### src/rtl/cla_pkg.sv
// cla_pkg: shared group size, group generate/propagate type and group-count helper for the pipelined CLA.
package cla_pkg;
  localparam int GRP = 4;
  typedef struct packed {logic g; logic p;} gp_t;
  function automatic int group_count(input int width);
    return width / GRP;
  endfunction
endpackage

### src/rtl/cla_group4.sv
// cla_group4: 4-bit lookahead cell giving group generate/propagate and the in-group carries from ci.
module cla_group4
  import cla_pkg::*;
(
  input  logic [GRP-1:0] g,
  input  logic [GRP-1:0] p,
  input  logic           ci,
  output logic           gg,
  output logic           gp,
  output logic [GRP-1:0] c
);
  always_comb begin
    c[0] = ci;
    for (int i = 1; i < GRP; i++) c[i] = g[i-1] | p[i-1] & c[i-1];
    gg = g[3] | p[3] & g[2] | p[3] & p[2] & g[1] | p[3] & p[2] & p[1] & g[0];
    gp = &p;
  end
endmodule

### src/rtl/cla_pipe_adder.sv
// cla_pipe_adder: two-stage valid/ready pipelined CLA adder/subtractor; CLA_FLAGS_EN adds ovf/zero outputs.
module cla_pipe_adder
  import cla_pkg::*;
#(
  parameter int WIDTH = 32
) (
  input  logic             clk,
  input  logic             rst,
  input  logic             in_valid,
  output logic             in_ready,
  input  logic [WIDTH-1:0] a,
  input  logic [WIDTH-1:0] b,
  input  logic             cin,
  input  logic             sub,
  output logic             out_valid,
  input  logic             out_ready,
  output logic [WIDTH-1:0] sum,
  output logic             cout
`ifdef CLA_FLAGS_EN
  ,
  output logic             ovf,
  output logic             zero
`endif
);
  localparam int NG = group_count(WIDTH);
  if (WIDTH % GRP != 0) begin : g_width_chk
    $error("cla_pipe_adder: WIDTH must be a multiple of 4");
  end
  logic s1_valid_q, s1_valid_d, s2_valid_q, s2_valid_d, s1_adv, s2_adv, ld1, ld2;
  logic c0_q, c0_d, cout_q, cout_d;
  logic [WIDTH-1:0] bb, g_q, g_d, p_q, p_d, h_q, h_d, sum_q, sum_d, sum_n, ci, s1_c_unused;
  logic [NG-1:0] s1_gg, s1_gp, s2_gg_unused, s2_gp_unused;
  logic [NG:0] gc;
  gp_t [NG-1:0] grp_q, grp_d;
  assign bb = sub ? ~b : b;
  for (genvar k = 0; k < NG; k++) begin : g_grp
    cla_group4 u_s1 (
      .g(a[4*k +: 4] & bb[4*k +: 4]), .p(a[4*k +: 4] | bb[4*k +: 4]), .ci(1'b0),
      .gg(s1_gg[k]), .gp(s1_gp[k]), .c(s1_c_unused[4*k +: 4])
    );
    cla_group4 u_s2 (
      .g(g_q[4*k +: 4]), .p(p_q[4*k +: 4]), .ci(gc[k]),
      .gg(s2_gg_unused[k]), .gp(s2_gp_unused[k]), .c(ci[4*k +: 4])
    );
  end
  // group carries ripple across the registered group terms
  always_comb begin
    gc[0] = c0_q;
    for (int k = 0; k < NG; k++) gc[k+1] = grp_q[k].g | grp_q[k].p & gc[k];
  end
  always_comb begin
    s2_adv = !s2_valid_q | out_ready;
    s1_adv = !s1_valid_q | s2_adv;
    ld1 = s1_adv & in_valid;
    ld2 = s2_adv & s1_valid_q;
    sum_n = h_q ^ ci;
    s1_valid_d = s1_adv ? in_valid : s1_valid_q;
    s2_valid_d = s2_adv ? s1_valid_q : s2_valid_q;
    g_d = ld1 ? a & bb : g_q;
    p_d = ld1 ? a | bb : p_q;
    h_d = ld1 ? a ^ bb : h_q;
    c0_d = ld1 ? (sub ? 1'b1 : cin) : c0_q;
    for (int k = 0; k < NG; k++) begin
      grp_d[k].g = ld1 ? s1_gg[k] : grp_q[k].g;
      grp_d[k].p = ld1 ? s1_gp[k] : grp_q[k].p;
    end
    sum_d = ld2 ? sum_n : sum_q;
    cout_d = ld2 ? gc[NG] : cout_q;
  end
  always_ff @(posedge clk) begin
    if (rst) begin
      s1_valid_q <= 1'b0;
      s2_valid_q <= 1'b0;
      g_q <= '0;
      p_q <= '0;
      h_q <= '0;
      c0_q <= 1'b0;
      grp_q <= '0;
      sum_q <= '0;
      cout_q <= 1'b0;
    end else begin
      s1_valid_q <= s1_valid_d;
      s2_valid_q <= s2_valid_d;
      g_q <= g_d;
      p_q <= p_d;
      h_q <= h_d;
      c0_q <= c0_d;
      grp_q <= grp_d;
      sum_q <= sum_d;
      cout_q <= cout_d;
    end
  end
  assign in_ready = s1_adv;
  assign out_valid = s2_valid_q;
  assign sum = sum_q;
  assign cout = cout_q;
`ifdef CLA_FLAGS_EN
  logic am_q, am_d, bm_q, bm_d, ovf_q, ovf_d, zero_q, zero_d;
  always_comb begin
    am_d = ld1 ? a[WIDTH-1] : am_q;
    bm_d = ld1 ? bb[WIDTH-1] : bm_q;
    ovf_d = ld2 ? (am_q == bm_q) & (sum_n[WIDTH-1] != am_q) : ovf_q;
    zero_d = ld2 ? ~|sum_n : zero_q;
  end
  always_ff @(posedge clk) begin
    if (rst) begin
      am_q <= 1'b0;
      bm_q <= 1'b0;
      ovf_q <= 1'b0;
      zero_q <= 1'b0;
    end else begin
      am_q <= am_d;
      bm_q <= bm_d;
      ovf_q <= ovf_d;
      zero_q <= zero_d;
    end
  end
  assign ovf = ovf_q;
  assign zero = zero_q;
`endif
endmodule

### config.mk
export PLATFORM = sky130hd
export DESIGN_NAME = cla_pipe_adder
export DESIGN_NICKNAME = d
export VERILOG_FILES = /design/src/rtl/cla_pkg.sv /design/src/rtl/cla_group4.sv /design/src/rtl/cla_pipe_adder.sv
export SDC_FILE = /design/constraint.sdc
export NUM_CORES = 1
export LEC_CHECK = 0
export BUFFER_PORTS_ARGS = -buffer_cell sky130_fd_sc_hd__buf_2
export CORE_UTILIZATION = 60
export DETAILED_ROUTE_END_ITERATION = 8
export PLACE_DENSITY = 0.82
export SYNTH_ARGS = -nofsm -noshare
export SYNTH_HDL_FRONTEND = slang
export SYNTH_HIERARCHICAL = 1
export SYNTH_SLANG_ARGS = --single-unit
### constraint.sdc
create_clock -name clk -period 3.3 [get_ports clk]
set_input_delay 0 -clock clk [delete_from_list [all_inputs] [get_ports clk]]
set_output_delay 0 -clock clk [all_outputs]
set_load 0.01 [all_outputs]
==> impl_metrics.toml <==
[global_route]
grt_usage_pct = 24.7
antenna_found_initial = 0
grt_first_pass_wirelength_microns = 23500
grt_overflow = 0
first_global_vias = 5204
grt_max_degree = 79

[hold_path]
hold_depth = 4
hold_class = "in -> reg"

[yosys]
syn-instance-count = 853
avgSynthCellArea_sq_um = 8.22
syn_nets = 987
netlist_area_sq_um = 7010
ys.warnings.count = 6

[detailed_routing]
wl_microns = 14100
via_per_inst = 5.17
drtPass1Iterations = 4
drc = 0
wl_per_cell_microns = 13.0
antenna_left = 0
drt_iter0_markers = 269
vias = 5593

[worst_setup_path]
slowest_stage = "dfxtp_1"
crit_top_cell = "a211oi_1"
rr_worst_depth = 8
critical_path_buf_inv_count = 0
end_kind = "flip-flop"
worst-path-stages = 8
crit_family = "compound AO/OA/AOI/OAI gates"
path_class = "reg -> reg"
slowest_delay_ns = 0.35
required_ns = 3.63
worstPathCellList = "a211oi_1, o21bai_2, o211a_1, or2_1, a21o_1, a31o_1, xnor2_1, a211oi_1"
worstPathMaxFanout = 5
worstSetupStartpointType = "flip-flop"
arrival_ns = 2.57

[pwr]
pwr-share-clk_pct = 41.3
power_frac_seq_pct = 42.4
power_density_nw_per_um2 = 528
power.internal_mw = 2.99
switchingPower_mw = 1.24
swShare_pct = 29.3
power_frac_comb_pct = 16.3
p_leak_nw = 3.89
irDropWorstVdd_mv = 0.325

[placement]
portBuffers = 104
dpl_worst_slack_ns = 1.06
placed_area_sq_um = 7430
dpl.hpwl_microns = 9130
gp_congestion = 0.815

[final_layout]
drive_gt1_share_pct = 18.1
final_core_util_pct = 70.2
nets = 1060
fin_area_sq_um = 8020
syn_to_final_growth_pct = 14.3
diodes = 0

[timing]
rsz0062_at_grt = "false"
finalCriticalPeriod_ns = 2.25
setup_slack_ns = 1.05
fin_worst_skew_ns = 0.0155
drv_slew = 0
fin_crit_sh_pct = 68.1
tightest_slew_ns = 0.983
slew-limit-headroom_pct = 34.5
hold_violations = 0
tns_ns = 0
holdWs_ns = 0.0148
setup_viol = 0
fmax_mhz = 445

[floorplanning]
core_area_sq_um = 11400
start_util_pct = 61.4
die_h_microns = 110
fp.dieW_microns = 110
dieArea_sq_um = 12100
rows = 39
ios = 105

[clock_tree]
clk_path_buf_depth = 2
cts_max_level = 4
ctsResizeCount = 0
cts_tree = "yes"
cts_buffers = 17
clock_sinks = 132
clk_pin_slew_worst_paths_ns = 0.06
clock_latency_ns = 0.42
cts-root-buf = "clkbuf_16"

[run_status]
status = "complete, no violations"

[job]
cap_violations = 0
## registers in the layout, indices dropped and copies added (netlist names)
register and flops:
sum 32, grp_q 16, out_valid 1, s1_valid_q 1, g_q 24, h_q 32, c0_q 1, p_q 24
cout 1
## per-stage QoR
stage	total power [mW]	cells
5_1_grt	4.43	1082
3_3_place_gp	2.49	1046
3_5_place_dp	2.51	1046
6_report	4.23	1082
2_1_floorplan	2.34	853
4_1_cts	4.26	1082
## repair_timing
action                                  CTS  global route
endpoints found under the setup margin    0             0
endpoints found under the hold margin     3             0
hold buffers                              4             0
buffers inserted                          0             0
## area by class of cell
cell class	instances	area, sq um
Clock buffer	18	429
Clock inverter	14	119
Fill cell	953	3400
Inverter	97	364
Multi-Input combinational cell	565	3670
Sequential cell	132	2640
Tap cell	143	179
Timing Repair Buffer	113	613
## tightest hold or removal path, delay by kind of cell
| family | cells | cell delay [ns] |
|---|---|---|
| fa+ha+maj | 1 | 0.17 |
| compound gates | 1 | 0.06 |
| buf+inv | 2 | 0.16 |
## power groups by stage
stage	registers, mW	clock network (mW)	logic [mW]
floorplan	1.82	0	0.513
global placement	1.82	0	0.666
detailed placement	1.83	0	0.679
CTS	1.79	1.77	0.696
global route	1.81	1.84	0.788
finish	1.79	1.75	0.691
## layout by cell type (no fill, tap or decap), types with 4 or more instances in the layout
cell type,instances
nand2_1,161
dfxtp_1,132
buf_2,103
inv_1,97
a21oi_1,90
nor2_1,69
ha_1,64
a211oi_1,33
xor2_1,32
xnor2_1,32
a21o_1,28
a211oi_2,24
clkbuf_16,17
o21ai_0,9
a31o_1,8
inv_6,7
clkinvlp_4,5
buf_4,5
dlygate4sd3_1,4
## metal layers
layer | GRT usage (%) | vias up | share of wire [%]
met3 | 5.23 | 18 | 4.6
met5 | 0 | - | 0
met4 | 7.14 | 0 | 1.4
met2 | 42.0 | 135 | 49
met1 | 31.5 | 2545 | 45
li1 | - | 2895 | -
## worst paths after layout
path,startpoint,endpoint,slack (ns)
worst max-delay path,c0_q,sum[31],1.05
worst min-delay path,a[2],p_q[2],0.01
worst max register to register,c0_q,sum[31],1.05
worst min register to register,grp_q[15],grp_q[15],0.45
Power figures use the tool's default switching activity.
